--- config.mk ---
export PLATFORM = sky130hd
export DESIGN_NAME = mux_n_pipe
export DESIGN_NICKNAME = d
export VERILOG_FILES = /design/src/rtl/mux_n_pipe_pkg.sv /design/src/rtl/mux_n_comb.sv /design/src/rtl/mux_n_pipe.sv
export SDC_FILE = /design/constraint.sdc
export NUM_CORES = 1
export LEC_CHECK = 0
export CAP_MARGIN = 10
export CORE_MARGIN = 2
export CORE_UTILIZATION = 40
export CTS_BUF_LIST = sky130_fd_sc_hd__clkbuf_2
export CTS_CLUSTER_DIAMETER = 200
export DETAILED_ROUTE_END_ITERATION = 10
export PLACE_DENSITY_LB_ADDON = 0.15
export SYNTH_ARGS = -nofsm -noshare
export SYNTH_HDL_FRONTEND = slang
export SYNTH_HIERARCHICAL = 1
export SYNTH_SLANG_ARGS = --single-unit
--- constraint.sdc ---
create_clock -name clk -period 3.3 [get_ports clk]
set_input_delay 0.66 -clock clk [delete_from_list [all_inputs] [get_ports clk]]
set_output_delay 0.66 -clock clk [all_outputs]
set_load 0.1 [all_outputs]
--- src/rtl/mux_n_pipe_pkg.sv ---
// +--------------------------------------------------------------------+
// | mux_n_pipe_pkg : shared width constants and select-width helper    |
// | Revision 1.0                                                       |
// +--------------------------------------------------------------------+
`default_nettype none

package mux_n_pipe_pkg;

  localparam int XLEN = 32;

  // A single-bit select is the minimum, even for two inputs.
  function automatic int sel_width(input int n);
    return (n <= 2) ? 1 : $clog2(n);
  endfunction

endpackage

`default_nettype wire

--- src/rtl/mux_n_comb.sv ---
// +--------------------------------------------------------------------+
// | mux_n_comb : N-input select mux, zero output on illegal select     |
// | Revision 1.0                                                       |
// +--------------------------------------------------------------------+
`default_nettype none

module mux_n_comb
  import mux_n_pipe_pkg::*;
#(
  parameter int WIDTH = XLEN,
  parameter int N_IN  = 3,
  parameter int SEL_W = sel_width(N_IN)
) (
  input  logic [N_IN*WIDTH-1:0] in_data,
  input  logic [SEL_W-1:0]      sel,
  output logic [WIDTH-1:0]      out_data,
  output logic                  illegal
);

  always_comb begin
    out_data = '0;
    illegal  = 1'b1;
    for (int k = 0; k < N_IN; k++) begin
      if (sel == SEL_W'(k)) begin
        out_data = in_data[k*WIDTH +: WIDTH];
        illegal  = 1'b0;
      end
    end
  end

endmodule

`default_nettype wire

--- src/rtl/mux_n_pipe.sv ---
// +--------------------------------------------------------------------+
// | mux_n_pipe : registered N-input mux with skid buffer, flush and    |
// |              sticky illegal-select flag. Revision 1.0               |
// +--------------------------------------------------------------------+
`default_nettype none

module mux_n_pipe
  import mux_n_pipe_pkg::*;
#(
  parameter  int WIDTH = XLEN,
  parameter  int N_IN  = 3,
  localparam int SEL_W = sel_width(N_IN)
) (
  input  logic                  clk,
  input  logic                  rst_n,
  input  logic [N_IN*WIDTH-1:0] in_data,
  input  logic [SEL_W-1:0]      in_sel,
  input  logic                  in_valid,
  output logic                  in_ready,
  output logic [WIDTH-1:0]      out_data,
  output logic                  out_valid,
  input  logic                  out_ready,
  input  logic                  flush,
  output logic                  err_sel,
  input  logic                  err_clr
);

  logic [WIDTH-1:0] w_sel_data;
  logic             w_illegal;
  logic             w_accept;

  logic [WIDTH-1:0] r_out_data;
  logic             r_out_valid;
  logic [WIDTH-1:0] r_skid_data;
  logic             r_skid_valid;
  logic             r_err_sel;

  mux_n_comb #(
    .WIDTH (WIDTH),
    .N_IN  (N_IN),
    .SEL_W (SEL_W)
  ) u_mux (
    .in_data  (in_data),
    .sel      (in_sel),
    .out_data (w_sel_data),
    .illegal  (w_illegal)
  );

  // in_ready comes straight from the skid flag, so out_ready never reaches it.
  assign in_ready = !r_skid_valid;
  assign w_accept = in_valid && !r_skid_valid && !flush;

  always_ff @(posedge clk or negedge rst_n) begin
    if (!rst_n) begin
      r_out_data   <= '0;
      r_out_valid  <= 1'b0;
      r_skid_data  <= '0;
      r_skid_valid <= 1'b0;
      r_err_sel    <= 1'b0;
    end else begin
      if (flush) begin
        r_out_valid  <= 1'b0;
        r_skid_valid <= 1'b0;
      end else if (r_skid_valid) begin
        if (out_ready) begin
          r_out_data   <= r_skid_data;
          r_skid_valid <= 1'b0;
        end
      end else if (w_accept) begin
        if (!r_out_valid || out_ready) begin
          r_out_data  <= w_sel_data;
          r_out_valid <= 1'b1;
        end else begin
          r_skid_data  <= w_sel_data;
          r_skid_valid <= 1'b1;
        end
      end else if (r_out_valid && out_ready) begin
        r_out_valid <= 1'b0;
      end

      // A new illegal select takes priority over a same-edge clear.
      if (w_accept && w_illegal) begin
        r_err_sel <= 1'b1;
      end else if (err_clr) begin
        r_err_sel <= 1'b0;
      end
    end
  end

  assign out_data  = r_out_data;
  assign out_valid = r_out_valid;
  assign err_sel   = r_err_sel;

endmodule

`default_nettype wire

==> results.sh <==
export IMPL_status="complete, no violations"
export IMPL_wire_per_inst_um=15.9
export IMPL_h_tree_depth=3
export IMPL_worstSetupPathType="input port to flop"
export IMPL_skew_ns=0.0369
export IMPL_rows=35
export IMPL_timing_final_crit_share=0.620
export IMPL_diodes=0
export IMPL_holdWs_ns=0.192
export IMPL_postRouteAntennaNets=0
export IMPL_syn_to_final_growth_pct=35.5
export IMPL_path_common_cell="mux2_2"
export IMPL_p_leak_uw=0.00229
export IMPL_cts_root_buf="clkbuf_2"
export IMPL_track_usage=0.168
export IMPL_numCtsBuffers=9
export IMPL_instances_no_fill=534
export IMPL_drt_iter0_drc=69
export IMPL_crit_fanout=18
export IMPL_grt_pass1_wl_um=13500
export IMPL_reg2reg_slack_ns=1.38
export IMPL_start_util=0.416
export IMPL_end_kind="flop"
export IMPL_path_cells="buf_2 > buf_4 > mux2i_1 > o2bb2ai_2 > mux2_2 > mux2_2"
export IMPL_vias_per_cell=5.00
export IMPL_netlist_area_mm2=0.00386
export IMPL_r2r_end="out_data[2]$_DFFE_PN0P_"
export IMPL_max_freq_mhz=489
export IMPL_maxCapViolCount=0
export IMPL_synthesis_nets=370
export IMPL_die_area_mm2=0.0105
export IMPL_clk_pin_slew_ns=0.21
export IMPL_finalNetCount=504
export IMPL_final_setup_worst_slack_ns=1.26
export IMPL_die_h_um=102
export IMPL_setup_violations_final=0
export IMPL_cp_top_family="buffers and inverters"
export IMPL_layout_commonest_cell="clkdlybuf4s50_1"
export IMPL_routed_wl_um=8490
export IMPL_yosysSeqAreaShare=0.434
export IMPL_ioPinCount=139
export IMPL_reg2reg_depth=4
export IMPL_clk_latency_ns=0.49
export IMPL_syn_area_per_cell_um2=14.5
export IMPL_relSlewSlack=0.193
export IMPL_finalHoldViolCount=0
export IMPL_post_cts_buffers=0
export IMPL_hp_class="input port to async pin"
export IMPL_mostFrequentLayoutCells="clkdlybuf4s50_1, mux2_2, dfrtp_1, buf_4, mux2i_1"
export IMPL_drive_gt1_frac=0.462
export IMPL_cp_data_arrival_time_ns=2.41
export IMPL_die_width_um=102
export IMPL_synth_seq_cells=67
export IMPL_route_detailed_drc=0
export IMPL_antenna_found_initial=0
export IMPL_grt_start_max_net_pins=36
export IMPL_critPathSlowestCell="buf_2"
export IMPL_syn_inst=266
export IMPL_post_route_util=0.564
export IMPL_clock_sinks=67
export IMPL_first_pass_iters=4
export IMPL_grt_setup_unrepaired="no"
export IMPL_synth_cell_type_count=22
export IMPL_required_ns=3.66
export IMPL_ys_warnings_count=6
export IMPL_pwr_density_cell_mw_per_mm2=529
export IMPL_worst_pin_slew_ns=1.21
export IMPL_cts_path_max_buffers=2
export IMPL_dp_cells=518
export IMPL_grt_overflow=0
export IMPL_fin_tns_setup_ns=0
export IMPL_start_kind="input port"
export IMPL_r2r_start="r_skid_valid$_DFF_PN0_"
export IMPL_port_buffers=138
export IMPL_ctsHoldBuffers=0
export IMPL_slew_violations=0
export IMPL_finalCriticalPeriod_ns=2.04
export IMPL_core_mm2=0.00928
export IMPL_worst_path_largest_cell_delay_ns=0.44
export IMPL_peakVddDrop_v=0.000228
export IMPL_fillers=830
export IMPL_cp_num_buf_inv=2
export IMPL_grt_pass1_vias=2793
export IMPL_vias=2668
export IMPL_dp_slack_ns=0.707
export IMPL_dp_hpwl_um=6040
export IMPL_cts_resized=0
export IMPL_gp_congestion=0.734
export IMPL_cts_tree="built"
## registers in the layout, summed over array words and instances (netlist names)
name,flops
err_sel,1
r_skid_valid,1
out_valid,1
r_skid_data,32
out_data,32
## power by group
part           internal [µW]  switching [µW]  total, µW
clock network           94.3             299        393
registers               1000            91.0       1090
logic                    435             848       1280
total                   1530            1240       2770
## worst max-delay path by stage
| stage | to | slack [ns] | depth (start not counted) | start |
|---|---|---|---|---|
| after CTS | in_ready | 1.27 | 2 | r_skid_valid$_DFF_PN0_ |
| after floorplan | r_skid_data[10]$_DFFE_PN0P_ | 1.17 | 5 | r_skid_valid$_DFF_PN0_ |
| after detailed placement | out_data[28]$_DFFE_PN0P_ | 0.71 | 6 | in_sel[0] |
| after global routing | out_data[20]$_DFFE_PN0P_ | 1.17 | 6 | in_sel[0] |
| after global placement | out_data[25]$_DFFE_PN0P_ | 0.76 | 6 | in_sel[0] |
| final | out_data[26]$_DFFE_PN0P_ | 1.26 | 6 | in_sel[0] |
## layout make-up
| class | count | area [µm²] | area share |
|---|---|---|---|
| timing repair buffer | 145 | 1330 | 0.254 |
| sequential | 67 | 1680 | 0.320 |
| clock buffer | 9 | 45.0 | 0.00861 |
| inverter | 4 | 15.0 | 0.00287 |
| multi-input combinational | 173 | 1960 | 0.374 |
| tap | 129 | 161 | 0.0308 |
| clock inverter | 7 | 45.0 | 0.00861 |
## synthesized netlist by cell type
cell type,instances,area [µm²]
mux2_1,1,11.3
o2bb2ai_1,2,17.5
buf_2,6,30.0
buf_4,1,7.51
nor2b_4,1,13.8
inv_1,4,15.0
and2_1,1,6.26
nand4_1,1,6.26
clkbuf_1,3,11.3
dfrtp_1,67,1680
o32ai_1,1,8.76
a21oi_1,1,5.00
nand2_1,3,11.3
mux2_2,95,1070
or2_1,1,6.26
o21ai_0,1,5.00
buf_12,3,60.1
a211oi_4,1,20.0
o2bb2ai_2,30,450
buf_6,9,101
nor2_1,2,7.51
mux2i_1,32,320
## layer usage
metal	vias up	routed length, µm	GRT usage
li1	1267	-	-
met5	-	0	0
met1	1295	3800	0.212
met4	0	161	0.0697
met2	92	3870	0.277
met3	14	653	0.0417
## per-stage QoR
| stage | instance area, µm² | power (µW) |
|---|---|---|
| 2_1_floorplan | 3860 | 2050 |
| 4_1_cts | 5230 | 2800 |
| 5_1_grt | 5230 | 2910 |
| 6_report | 5230 | 2770 |
| 3_3_place_gp | 5140 | 2390 |
| 3_5_place_dp | 5140 | 2410 |
## logic make-up after synthesis
family / Yosys count / synth area share
buffers and inverters: 26 / 0.0583
DFF: 67 / 0.434
muxes: 128 / 0.363
and+or+nand+nor: 9 / 0.0133
AOI/OAI and AO/OA: 36 / 0.131
Note: power is estimated with default switching activity, not from simulation.
